`src/rtl/btn_event.sv`:
```
`default_nettype none
// ============================================================================
//  Module   : btn_event
//  Brief    : Button event classifier fed by the debounced level `db`.
//             Turns each press/release sequence into one-cycle event pulses:
//             press, release, short press, long press and double click,
//             and provides a long-hold level. All outputs are registered.
//  Revision : 1.0 - initial release
// ============================================================================
//  Note: the release pulse port is named `rel` because `release` is a
//  reserved word in SystemVerilog (force/release).
// ============================================================================
module btn_event #(
  parameter int CW       = 26,
  parameter int LONG_CYC = 25_000_000,
  parameter int DBL_CYC  = 12_500_000
) (
  input  logic       ck,
  input  logic       reset,
  input  logic       db,
  output logic       press,
  output logic       rel,
  output logic       short_press,
  output logic       long_press,
  output logic       double_click,
  output logic       held,
  output logic [2:0] state
);

  typedef enum logic [2:0] {
    S_IDLE  = 3'd0,
    S_DOWN1 = 3'd1,
    S_LONG  = 3'd2,
    S_WAIT2 = 3'd3,
    S_DOWN2 = 3'd4
  } state_t;

  // Terminal counts: the transition happens when the counter already holds
  // LAST, which places the pulse exactly *_CYC cycles after the start pulse.
  localparam logic [CW-1:0] LONG_LAST = CW'(LONG_CYC - 1);
  localparam logic [CW-1:0] DBL_LAST  = CW'(DBL_CYC - 1);
  localparam logic [CW-1:0] CNT_ONE   = CW'(1);

  state_t        cur_state;
  state_t        next_state;
  logic [CW-1:0] cnt;
  logic [CW-1:0] cnt_next;
  logic          press_next;
  logic          rel_next;
  logic          short_next;
  logic          long_next;
  logic          dbl_next;

  // State, counter and registered event outputs; async active-low clear.
  always_ff @(posedge ck or negedge reset) begin
    if (!reset) begin
      cur_state    <= S_IDLE;
      cnt          <= '0;
      press        <= 1'b0;
      rel          <= 1'b0;
      short_press  <= 1'b0;
      long_press   <= 1'b0;
      double_click <= 1'b0;
      held         <= 1'b0;
    end else begin
      cur_state    <= next_state;
      cnt          <= cnt_next;
      press        <= press_next;
      rel          <= rel_next;
      short_press  <= short_next;
      long_press   <= long_next;
      double_click <= dbl_next;
      held         <= (next_state == S_LONG);
    end
  end

  // Next-state, counter and pulse decode; the db edge always takes priority
  // over a counter reaching its terminal value in the same cycle.
  always_comb begin
    next_state = cur_state;
    cnt_next   = cnt;
    press_next = 1'b0;
    rel_next   = 1'b0;
    short_next = 1'b0;
    long_next  = 1'b0;
    dbl_next   = 1'b0;
    case (cur_state)
      S_IDLE: begin
        if (db) begin
          next_state = S_DOWN1;
          cnt_next   = '0;
          press_next = 1'b1;
        end
      end
      S_DOWN1: begin
        if (!db) begin
          next_state = S_WAIT2;
          cnt_next   = '0;
          rel_next   = 1'b1;
        end else if (cnt == LONG_LAST) begin
          next_state = S_LONG;
          long_next  = 1'b1;
        end else begin
          cnt_next = cnt + CNT_ONE;
        end
      end
      S_LONG: begin
        // A long gesture ends on release without a short press.
        if (!db) begin
          next_state = S_IDLE;
          rel_next   = 1'b1;
        end
      end
      S_WAIT2: begin
        if (db) begin
          next_state = S_DOWN2;
          press_next = 1'b1;
          dbl_next   = 1'b1;
        end else if (cnt == DBL_LAST) begin
          next_state = S_IDLE;
          short_next = 1'b1;
        end else begin
          cnt_next = cnt + CNT_ONE;
        end
      end
      S_DOWN2: begin
        // Holding the second press is neither long nor a third click.
        if (!db) begin
          next_state = S_IDLE;
          rel_next   = 1'b1;
        end
      end
      default: begin
        // Corrupted encodings recover silently.
        next_state = S_IDLE;
        cnt_next   = '0;
      end
    endcase
  end

  assign state = cur_state;

endmodule
`default_nettype wire

```
`config.mk`:
```
export PLATFORM = sky130hd
export DESIGN_NAME = btn_event
export DESIGN_NICKNAME = d
export VERILOG_FILES = /design/src/rtl/btn_event.sv
export SDC_FILE = /design/constraint.sdc
export NUM_CORES = 1
export LEC_CHECK = 0
export BUFFER_PORTS_ARGS = -buffer_cell sky130_fd_sc_hd__buf_2
export CELL_PAD_IN_SITES_DETAIL_PLACEMENT = 1
export CELL_PAD_IN_SITES_GLOBAL_PLACEMENT = 2
export CORE_UTILIZATION = 35
export DETAILED_ROUTE_END_ITERATION = 8
export PLACE_DENSITY_LB_ADDON = 0.1
export SETUP_SLACK_MARGIN = 0.3
export SLEW_MARGIN = 40
export SYNTH_ARGS = -nofsm -noshare
export SYNTH_HDL_FRONTEND = slang
export SYNTH_SLANG_ARGS = --single-unit
```
`constraint.sdc`:
```
create_clock -name ck -period 3.35 [get_ports ck]
set_clock_uncertainty 0.2 [all_clocks]
set_input_delay 0.5025 -clock ck [delete_from_list [all_inputs] [get_ports ck]]
set_output_delay 0.5025 -clock ck [all_outputs]
set_load 0.1 [all_outputs]
```
==> flow_metrics.py, run 1 <==
metrics = {
    "status": {
        "outcome": "completed",
    },
    "power_and_ir_drop": {
        "maximum_resistive_drop_on_vdd_v": 0.000675,
        "power.static_leakage_nw": 0.954,
        "power_density_nw_per_um2": 825,
        "p_sw_w": 0.00100,
        "share_clk_of_total_power": 0.178,
        "power.combinational.fraction": 0.502,
        "power_frac_seq": 0.320,
        "cell_internal_pwr_w": 0.000960,
        "total_power_w": 0.00196,
        "sw_frac_of_total": 0.511,
    },
    "clocking": {
        "numClockSinks": 35,
        "h_tree_depth_reported_by_cts": 2,
        "clk_transition_reported_paths_ns": 0.08,
        "cts_made_buffers": 5,
        "tritoncts": "yes",
        "cts-root-to-sink-buffers": 2,
        "insertion_delay_to_the_later_sink_of_the_worst_skew_pair_ns": 0.29,
        "clockRootBuffer": "sky130_fd_sc_hd__clkbuf_8",
    },
    "logic_synthesis": {
        "synthesis.yosys.warnings": 0,
        "synth_edf_count": 0,
        "synth_top_cells_by_area": "sky130_fd_sc_hd__dfrtp_1 40%, sky130_fd_sc_hd__o21ai_0 4.3%, sky130_fd_sc_hd__nor2_1 3.4%",
        "yosysSeqAreaShare": 0.400,
        "netlist.top_cell.by_area": "sky130_fd_sc_hd__dfrtp_1",
        "ys_seq_elements": 35,
        "synth_largest_type_area_fraction": 0.400,
        "ys.flop_type": "sky130_fd_sc_hd__dfrtp_1",
        "netlist-cell-type-count": 58,
        "syn_inst": 242,
        "synth.most_common_cell": "sky130_fd_sc_hd__dfrtp_1",
        "ys_async_sr_fraction": 1.00,
        "syn-num-nets": 246,
        "synth_common_cells": "35 x sky130_fd_sc_hd__dfrtp_1, 20 x sky130_fd_sc_hd__nor2_1, 19 x sky130_fd_sc_hd__o21ai_0",
        "mean_area_per_synthesized_cell_um2": 9.06,
        "mappedNetlistArea_um2": 2190,
    },
    "timing": {
        "final_min_period_over_clock_period": 0.871,
        "timing_worst_slew_pin_value_ns": 0.787,
        "fin_crit_ns": 2.92,
        "totalNegativeSetupSlack_ns": 0,
        "drv_slew": 0,
        "max_freq_mhz": 343,
        "final-hold-violation-count": 0,
        "slew_headroom": 0.475,
        "final_critical_path_setup_slack_ns": 0.431,
        "timing.final.setup_violations": 0,
        "rsz_0062_raised_after_global_routing": "false",
    },
    "route": {
        "m1WireLength_mm": 3.03,
        "drt-pass1-iter-count": 4,
        "detailedRoute.firstIterationViolations": 141,
        "wl_per_cell_um": 19.0,
        "drtAntennaViolNets": 0,
        "num_vias": 1996,
        "wire_length_on_met3_um": 219,
        "met2WireLength_mm": 2.97,
        "vias_per_cell": 6.07,
        "total_detailed_routing_wirelength_mm": 6.26,
        "maxUsedRoutingLayer": "met4",
        "drc_errors": 0,
    },
    "floorplanning": {
        "placement_rows": 28,
        "die_x_um": 81.1,
        "fp.dieH_um": 81.1,
        "io-pin-count": 12,
        "core-area_um2": 5990,
        "design.die.area_um2": 6580,
        "starting_utilization_of_the_core_area": 0.366,
    },
    "placed_design": {
        "gp_congestion": 0.793,
        "preCtsSetupSlack_ns": 0.319,
        "detailed_place_hpwl_mm": 4.36,
        "port_buffers": 11,
        "post-place-cells": 320,
    },
    "critical_path": {
        "critPathMaxFanout": 17,
        "rr_worst_depth": 5,
        "setup.worst_path.start": "cnt[10]$_DFFE_PN0P_",
        "critPathCapture": "cnt[24]$_DFFE_PN0P_",
        "r2r-start": "cnt[10]$_DFFE_PN0P_",
        "worst-r2r-setup-slack_ns": 0.43,
        "setup.worst_path.end_class": "flop",
        "timing.critical_path.slowest_cell_delay_ns": 0.66,
        "critical_path_cell_count": 5,
        "path_delay_family": "simple AND/OR/NAND/NOR gates",
        "worst_r2r_endpoint": "cnt[24]$_DFFE_PN0P_",
        "worst_ep_required_time_ns": 3.32,
        "cp_num_buf_inv": 0,
        "timing.critical_path.arrival_ns": 2.88,
        "cp_cell_sequence": "or4b_1, or4_1, o211a_1, nor2_4, o31ai_1",
        "critPathLaunchType": "flop",
        "path_class": "flop to flop",
        "critical_path.slowest_cell": "sky130_fd_sc_hd__or4_1",
    },
    "global_route": {
        "grt_max_degree": 36,
        "overflow": 0,
        "vias_in_the_first_global_route": 2035,
        "antenna_found_initial": 0,
        "grt.total_usage": 0.216,
        "global_route_wire_length_before_repair_mm": 10.6,
    },
    "final_layout": {
        "fillCellCount": 726,
        "antennaDiodeCount": 0,
        "layout-area-overhead-vs-synth_pct": 8.62,
        "fin_util": 0.397,
        "drive_gt1_frac": 0.146,
        "final_nets": 257,
        "finish.cell_count_without_fillers": 329,
    },
    "hold_path": {
        "min-delay-path-class": "input port to flop",
    },
    "job": {
        "max_cap_violations": 0,
    },
}
layout by cell type, fill, tap and decap left out, types with 3 or more instances in the layout:
cell type,instances
sky130_fd_sc_hd__dfrtp_1,35
sky130_fd_sc_hd__nor2_1,20
sky130_fd_sc_hd__o21ai_0,19
sky130_fd_sc_hd__inv_1,17
sky130_fd_sc_hd__a21oi_1,13
sky130_fd_sc_hd__nand2_1,12
sky130_fd_sc_hd__nand4_1,10
sky130_fd_sc_hd__buf_2,10
sky130_fd_sc_hd__nor3_1,8
sky130_fd_sc_hd__clkbuf_8,7
sky130_fd_sc_hd__and3_1,6
sky130_fd_sc_hd__nand3_1,6
sky130_fd_sc_hd__a2bb2oi_1,6
sky130_fd_sc_hd__a22oi_1,5
sky130_fd_sc_hd__buf_4,5
sky130_fd_sc_hd__or4_1,4
sky130_fd_sc_hd__a32oi_1,4
sky130_fd_sc_hd__o31ai_1,4
sky130_fd_sc_hd__o22ai_1,4
sky130_fd_sc_hd__o21a_1,4
sky130_fd_sc_hd__o21bai_1,3
sky130_fd_sc_hd__nor4_1,3
sky130_fd_sc_hd__a211oi_1,3
sky130_fd_sc_hd__and2_1,3
sky130_fd_sc_hd__a31oi_1,3
sky130_fd_sc_hd__o22a_1,3
layer usage:
| metal | vias to the layer above | GRT usage |
|---|---|---|
| li1 | 943 | - |
| met1 | 1007 | 0.301 |
| met2 | 41 | 0.348 |
| met3 | 5 | 0.0416 |
| met4 | 0 | 0.0411 |
| met5 | - | 0 |
area by class of cell:
| cell class | instances | area [µm²] | share of cell area |
|---|---|---|---|
| clock buffers | 8 | 100 | 0.0420 |
| inverters | 17 | 63.8 | 0.0268 |
| multi-input cells | 178 | 1150 | 0.483 |
| flip-flops and latches | 35 | 876 | 0.368 |
| well taps | 75 | 93.8 | 0.0394 |
| repair buffers | 16 | 97.6 | 0.0410 |
metrics by stage:
step | hold slack (ns) | area [µm²]
floorplan | 0.00691 | 2190
global placement | 0.321 | 2260
detailed placement | 0.303 | 2260
CTS | 0.241 | 2380
global route | 0.270 | 2380
finish | 0.249 | 2380
registers in the layout, indices dropped and copies added, names as in the netlist:
signal        cells
cnt              26
rel               1
held              1
short_press       1
double_click      1
state             3
press             1
long_press        1
cell families after synthesis:
| group | count (synthesis) | share of synthesized area |
|---|---|---|
| AOI/OAI and AO/OA | 84 | 0.271 |
| buffers and inverters | 29 | 0.0788 |
| DFF | 35 | 0.400 |
| adders and majority gates | 1 | 0.00571 |
| and+or+nand+nor | 91 | 0.236 |
| muxes | 2 | 0.00913 |
worst min path at each step:
stage | from | to | slack (ns) | cells past startpoint
finish | db | rel$_DFF_PN0_ | 0.25 | 2
global route | db | rel$_DFF_PN0_ | 0.27 | 2
CTS | db | rel$_DFF_PN0_ | 0.24 | 2
detailed placement | reset | cnt[16]$_DFFE_PN0P_ | 0.30 | 1
global placement | cnt[15]$_DFFE_PN0P_ | cnt[15]$_DFFE_PN0P_ | 0.32 | 1
floorplan | reset | cnt[0]$_DFFE_PN0P_ | 0.007 | 0
timing repair:
action | 4_1_cts | 5_1_grt
setup endpoints to repair | 2 | 2
hold buffers | 1 | 0
hold endpoints to repair | 33 | 0
setup buffers | 0 | 0
gates resized for setup | 1 | 1
power groups by stage:
stage | Sequential (W) | Clock, W | Combinational (W)
6_report | 0.000629 | 0.000349 | 0.000986
5_1_grt | 0.000649 | 0.000378 | 0.00108
4_1_cts | 0.000629 | 0.000361 | 0.000997
3_5_place_dp | 0.000637 | 0 | 0.000988
3_3_place_gp | 0.000639 | 0 | 0.000986
2_1_floorplan | 0.000857 | 0 | 0.000560
(Power assumes the default switching activity.)
==> inputs of run 2 (changes only) <==
==> constraint.sdc (replaced) <==
create_clock -name ck -period 3.35 [get_ports ck]
set_clock_uncertainty 0.2 [all_clocks]
set_input_delay 0.67 -clock ck [delete_from_list [all_inputs] [get_ports ck]]
set_output_delay 0.67 -clock ck [all_outputs]
set_load 0.1 [all_outputs]
==> run 2 against run 1 <==
Critical path depth is the same. Worst setup slack improved by 0.0050 ns. Hold slack lost 0.11 ns. Clock power is essentially flat. Register-to-register slack hardly changed. Critical path type unchanged.
==> flow_metrics.py, run 2 (synthesis gave the netlist of run 1 again) <==
metrics = {
    "clocking": {
        "tritoncts": "yes",
        "cts_hold_buffers": 0,
        "cts_made_buffers": 5,
        "h_tree_depth_reported_by_cts": 2,
        "clk_transition_reported_paths_ns": 0.08,
        "clockRootBuffer": "sky130_fd_sc_hd__clkbuf_8",
        "numClockSinks": 35,
        "cts-root-to-sink-buffers": 2,
        "cts.repair_timing.setup_buffer_count": 0,
        "insertion_delay_to_the_later_sink_of_the_worst_skew_pair_ns": 0.29,
    },
    "critical_path": {
        "worst-r2r-setup-slack_ns": 0.44,
        "critical_path.slowest_cell": "sky130_fd_sc_hd__or4_1",
        "worst_r2r_endpoint": "cnt[24]$_DFFE_PN0P_",
        "timing.critical_path.arrival_ns": 2.88,
        "setup.worst_path.end_class": "flop",
        "r2r-start": "cnt[10]$_DFFE_PN0P_",
        "worst_ep_required_time_ns": 3.32,
        "path_class": "flop to flop",
        "timing.critical_path.slowest_cell_delay_ns": 0.66,
        "rr_worst_depth": 5,
        "critPathLaunchType": "flop",
        "critPathMaxFanout": 17,
        "cp_cell_sequence": "or4b_1, or4_1, o211a_1, nor2_4, o31ai_1",
    },
    "final_layout": {
        "stdcell_area_um2": 2370,
        "final_nets": 256,
        "top_register": "cnt",
        "finish.cell_count_without_fillers": 328,
        "leading_cell_type_in_the_layout_fill_and_taps_excluded": "sky130_fd_sc_hd__dfrtp_1",
        "layout_common_cells": "35 x sky130_fd_sc_hd__dfrtp_1, 20 x sky130_fd_sc_hd__nor2_1, 19 x sky130_fd_sc_hd__o21ai_0",
        "fillCellCount": 727,
        "drive_gt1_frac": 0.146,
        "layout-area-overhead-vs-synth_pct": 8.16,
        "antennaDiodeCount": 0,
        "largest_reg_flops": 26,
    },
    "route": {
        "drc_errors": 0,
        "wl_per_cell_um": 19.2,
        "met2WireLength_mm": 2.95,
        "num_vias": 1992,
        "drt-pass1-iter-count": 4,
        "wire_length_on_met3_um": 175,
        "m1WireLength_mm": 3.13,
        "maxUsedRoutingLayer": "met4",
        "total_detailed_routing_wirelength_mm": 6.31,
        "detailedRoute.firstIterationViolations": 141,
        "vias_per_cell": 6.07,
        "drtAntennaViolNets": 0,
    },
    "global_route": {
        "vias_in_the_first_global_route": 2035,
        "antenna_found_initial": 0,
        "global_route_wire_length_before_repair_mm": 10.6,
        "grt_max_degree": 36,
        "grt.total_usage": 0.216,
        "overflow": 0,
    },
    "placed_design": {
        "placedInstanceArea_um2": 2260,
        "post-place-cells": 320,
        "detailed_place_hpwl_mm": 4.36,
        "gp_congestion": 0.793,
        "preCtsSetupSlack_ns": 0.319,
        "port_buffers": 11,
    },
    "floorplanning": {
        "io-pin-count": 12,
        "die_x_um": 81.1,
        "design.die.area_um2": 6580,
        "core-area_um2": 5990,
        "fp.dieH_um": 81.1,
        "starting_utilization_of_the_core_area": 0.366,
        "placement_rows": 28,
    },
    "timing": {
        "final-hold-violation-count": 0,
        "totalNegativeSetupSlack_ns": 0,
        "rsz_0062_raised_after_global_routing": "false",
        "drv_slew": 0,
        "slew_headroom": 0.460,
        "final_min_period_over_clock_period": 0.870,
        "fin_crit_ns": 2.91,
        "final_critical_path_setup_slack_ns": 0.436,
        "max_freq_mhz": 343,
        "timing_worst_slew_pin_value_ns": 0.808,
        "timing.final.setup_violations": 0,
    },
    "power_and_ir_drop": {
        "maximum_resistive_drop_on_vdd_v": 0.000676,
        "total_power_w": 0.00197,
        "power.static_leakage_nw": 0.950,
        "power_density_nw_per_um2": 830,
    },
    "hold_path": {
        "min-delay-path-class": "input port to asynchronous set/reset pin",
    },
    "job": {
        "max_cap_violations": 0,
    },
    "status": {
        "outcome": "completed",
    },
}
==> run 2: changes by cell type in the layout (fill, tap and decap cells not counted), sizes merged <==
cell	previous run	this run
dlygate4sd3	1	0
==> run 2: how the worst max path moves through the flow <==
stage               slack [ns]                   to  cells after the start           startpoint
floorplan                 0.77  cnt[16]$_DFFE_PN0P_                      7   state[2]$_DFF_PN0_
global placement          0.34   cnt[0]$_DFFE_PN0P_                      5  cnt[10]$_DFFE_PN0P_
detailed placement        0.32  cnt[24]$_DFFE_PN0P_                      5  cnt[10]$_DFFE_PN0P_
CTS                       0.43  cnt[24]$_DFFE_PN0P_                      5  cnt[10]$_DFFE_PN0P_
global route              0.32  cnt[24]$_DFFE_PN0P_                      5  cnt[10]$_DFFE_PN0P_
finish                    0.44  cnt[24]$_DFFE_PN0P_                      5  cnt[10]$_DFFE_PN0P_
==> run 2: where the power goes <==
group	internal [W]	total, W	switching, W	leakage [nW]
clock network	0.000188	0.000349	0.000161	0.0515
registers	0.000513	0.000630	0.000116	0.476
logic	0.000258	0.000988	0.000731	0.422
==> run 2: timing repair <==
item,in CTS,in global routing
resized for setup,1,1
setup endpoints to repair,2,2
cloned,0,0
pin swaps,0,0
==> run 2: worst max-delay path: cells and delay by family, from the launching register on <==
kind | cells | cell delay [ns]
AND/OR/NAND/NOR | 3 | 1.53
AO/OA/AOI/OAI | 2 | 0.63
flip-flops | 1 | 0.43
==> run 2: area by class of cell <==
type	count	area, µm²	share of cell area
repair buffers	15	87.6	0.0369
multi-input cells	178	1150	0.485
clock buffers	8	100	0.0422
well taps	75	93.8	0.0396
inverters	17	63.8	0.0269
flip-flops and latches	35	876	0.369
==> run 2: per-layer routing <==
layer  vias to the layer above  global-route usage
met5                         -                   0
li1                        941                   -
met2                        28               0.348
met3                         6              0.0416
met4                         0              0.0411
met1                      1017               0.301
==> run 2: metrics by stage <==
step | hold slack (ns) | utilization
floorplan | 0.174 | -
global placement | 0.321 | 0.378
detailed placement | 0.329 | 0.378
CTS | 0.154 | 0.396
global route | 0.181 | 0.396
finish | 0.136 | 0.396
==> inputs of run 3 (changes only) <==
--- a/config.mk
+++ b/config.mk
@@ -5,6 +5,7 @@
 export SDC_FILE = /design/constraint.sdc
 export NUM_CORES = 1
 export LEC_CHECK = 0
+export ABC_AREA = 1
 export BUFFER_PORTS_ARGS = -buffer_cell sky130_fd_sc_hd__buf_2
 export CELL_PAD_IN_SITES_DETAIL_PLACEMENT = 1
 export CELL_PAD_IN_SITES_GLOBAL_PLACEMENT = 2
==> run 3 against run 2 <==
Count of clock-buffer cells in the layout decreased by 2. Area after synthesis increased by 18%. Final cell count increased by 50%. Critical path depth increased by 3. Utilization increased by 0.58 points. Clock power increased by 18%. Non-clock buffer count decreased by 2. Power decreased by 15%.
==> flow_metrics.py, run 3 <==
metrics = {
    "status": {
        "outcome": "completed",
    },
    "power_and_ir_drop": {
        "power.combinational.fraction": 0.445,
        "maximum_resistive_drop_on_vdd_v": 0.000289,
        "p_sw_w": 0.000834,
        "power_frac_seq": 0.307,
        "power.static_leakage_nw": 1.35,
        "power_density_nw_per_um2": 598,
        "cell_internal_pwr_w": 0.000833,
        "total_power_w": 0.00167,
        "sw_frac_of_total": 0.500,
        "share_clk_of_total_power": 0.248,
    },
    "logic_synthesis": {
        "ys.flop_type": "sky130_fd_sc_hd__dfrtp_1",
        "netlist-cell-type-count": 34,
        "yosysSeqAreaShare": 0.339,
        "synth_largest_type_area_fraction": 0.339,
        "synth_common_cells": "128 x sky130_fd_sc_hd__nand2_1, 46 x sky130_fd_sc_hd__nor2_1, 45 x sky130_fd_sc_hd__nand3_1",
        "mappedNetlistArea_um2": 2580,
        "ys_seq_elements": 35,
        "synth_edf_count": 0,
        "synth_top_cells_by_area": "sky130_fd_sc_hd__dfrtp_1 34%, sky130_fd_sc_hd__nand2_1 19%, sky130_fd_sc_hd__nand3_1 8.7%",
        "ys_async_sr_fraction": 1.00,
        "synthesis.yosys.warnings": 0,
        "synth.most_common_cell": "sky130_fd_sc_hd__nand2_1",
        "netlist.top_cell.by_area": "sky130_fd_sc_hd__dfrtp_1",
        "syn-num-nets": 388,
        "mean_area_per_synthesized_cell_um2": 6.72,
        "syn_inst": 384,
    },
    "critical_path": {
        "r2r-start": "cnt[0]$_DFFE_PN0P_",
        "critPathLaunchType": "flop",
        "timing.critical_path.arrival_ns": 2.35,
        "setup.worst_path.start": "cnt[0]$_DFFE_PN0P_",
        "setup.worst_path.end_class": "flop",
        "timing.critical_path.slowest_cell_delay_ns": 0.48,
        "path_class": "flop to flop",
        "cp_cell_sequence": "ha_1, nand3_2, clkinv_2, nand2_2, nor2_2, nand3_1, nand3_4, o21ai_0",
        "critPathMaxFanout": 32,
        "worst_ep_required_time_ns": 3.36,
        "critical_path.slowest_cell": "sky130_fd_sc_hd__dfrtp_1",
    },
    "global_route": {
        "vias_in_the_first_global_route": 2498,
        "global_route.usage.met1": 0.305,
        "global_route_wire_length_before_repair_mm": 12.8,
        "grt.total_usage": 0.220,
        "global_routing_s_busiest_layer": "met2",
        "grt_max_degree": 36,
        "globalRouteMet3Util": 0.0283,
        "overflow": 0,
        "antenna_found_initial": 0,
        "grtUsageMet2": 0.363,
    },
    "floorplanning": {
        "io-pin-count": 12,
        "starting_utilization_of_the_core_area": 0.372,
        "placement_rows": 30,
        "die_x_um": 87.9,
        "core-area_um2": 6940,
        "fp.dieH_um": 87.9,
        "design.die.area_um2": 7720,
    },
    "clocking": {
        "cts-root-to-sink-buffers": 2,
        "cts.repair_timing.setup_buffer_count": 0,
        "numClockSinks": 35,
        "insertion_delay_to_the_later_sink_of_the_worst_skew_pair_ns": 0.30,
        "h_tree_depth_reported_by_cts": 2,
        "clockRootBuffer": "sky130_fd_sc_hd__clkbuf_8",
        "cts_made_buffers": 5,
        "cts_resized": 0,
        "clk_transition_reported_paths_ns": 0.08,
        "tritoncts": "yes",
        "cts_hold_buffers": 0,
    },
    "timing": {
        "final-hold-violation-count": 0,
        "rsz_0062_raised_after_global_routing": "false",
        "final_min_period_over_clock_period": 0.698,
        "timing_worst_slew_pin_value_ns": 0.595,
        "slew_headroom": 0.600,
        "totalNegativeSetupSlack_ns": 0,
        "drv_slew": 0,
        "max_freq_mhz": 428,
        "fin_crit_ns": 2.34,
        "timing.final.setup_violations": 0,
    },
    "route": {
        "total_detailed_routing_wirelength_mm": 7.57,
        "wl_per_cell_um": 15.4,
        "detailedRoute.firstIterationViolations": 114,
        "drtAntennaViolNets": 0,
        "vias_per_cell": 4.98,
        "drt-pass1-iter-count": 4,
        "num_vias": 2444,
        "drc_errors": 0,
    },
    "hold_path": {
        "min-delay-path-class": "input port to asynchronous set/reset pin",
    },
    "final_layout": {
        "layout-area-overhead-vs-synth_pct": 8.10,
        "multi_input_comb_area_um2": 1430,
        "leading_cell_type_in_the_layout_fill_and_taps_excluded": "sky130_fd_sc_hd__nand2_1",
        "final_nets": 398,
        "antennaDiodeCount": 0,
        "fillCellCount": 939,
        "largest_reg_flops": 26,
        "layout_common_cells": "128 x sky130_fd_sc_hd__nand2_1, 46 x sky130_fd_sc_hd__nor2_1, 45 x sky130_fd_sc_hd__nand3_1",
        "top_register": "cnt",
        "drive_gt1_frac": 0.134,
        "seq_area_um2": 876,
    },
    "job": {
        "max_cap_violations": 0,
    },
    "placed_design": {
        "port_buffers": 11,
        "gp_congestion": 0.836,
        "detailed_place_hpwl_mm": 5.60,
    },
}
run 3: cell count changes in the layout (fill, tap and decap cells not counted), sizes merged, moves of 5 or more:
cell / previous run / this run
a21oi: 13 / 4
a2bb2oi: 6 / 0
and3: 7 / 0
inv: 17 / 46
nand2: 12 / 135
nand3: 7 / 53
nor2: 21 / 52
o21ai: 21 / 14
o31ai: 5 / 0
xor2: 0 / 6
run 3: routing by layer:
metal / routed length [µm] / up-vias
met5: 0 / -
met4: 85 / 0
met3: 153 / 7
met2: 3450 / 22
met1: 3890 / 1171
li1: - / 1244
run 3: worst paths after layout:
| path | to | slack, ns | cells past startpoint |
|---|---|---|---|
| worst max-delay path | cnt[3]$_DFFE_PN0P_ | 1.01 | 8 |
| worst min-delay path | cnt[20]$_DFFE_PN0P_ | 0.13 | 1 |
| worst max register to register | cnt[3]$_DFFE_PN0P_ | 1.01 | 8 |
| worst min register to register | cnt[25]$_DFFE_PN0P_ | 0.32 | 2 |
| max in group asynchronous | state[2]$_DFF_PN0_ | 2.48 | 1 |
| min in group ck | cnt[25]$_DFFE_PN0P_ | 0.32 | 2 |
run 3: cell families after synthesis:
logic type | after synthesis | share of synthesized area
simple gates | 258 | 0.458
flops | 35 | 0.339
compound gates | 26 | 0.0660
buf+inv | 57 | 0.108
fa+ha+maj | 1 | 0.00485
xor+xnor | 7 | 0.0238
run 3: critical path, delay by kind of cell, from the launching register on:
kind                     cells  cell delay (ns)
AO/OA/AOI/OAI                1             0.30
flip-flops                   1             0.48
AND/OR/NAND/NOR              5             0.83
buffers and inverters        1             0.12
adder cells (fa/ha/maj)      1             0.31
run 3: cell type report:
class                      count  area share
multi-input combinational    292       0.511
sequential                    35       0.314
inverter                      47      0.0637
tap                           96      0.0431
clock buffer                   6      0.0296
timing repair buffer          13      0.0260
clock inverter                 2      0.0126
run 3: metrics by stage:
step                 util  hold slack (ns)  setup slack, ns  instance area, µm²  instances
floorplan               -            0.174            0.922                2580        384
global placement    0.384            0.294             1.01                2670        483
detailed placement  0.385            0.309            0.938                2670        483
CTS                 0.402            0.148            0.979                2790        491
global route        0.402            0.173            0.799                2790        491
finish              0.402            0.133             1.01                2790        491
run 3: power by group through the flow:
stage	logic, W	registers, W	clock network (W)
final	0.000742	0.000512	0.000413
after global routing	0.000805	0.000519	0.000444
after CTS	0.000754	0.000512	0.000424
after detailed placement	0.000753	0.000520	0
after global placement	0.000749	0.000520	0
after floorplan	0.000472	0.000722	0
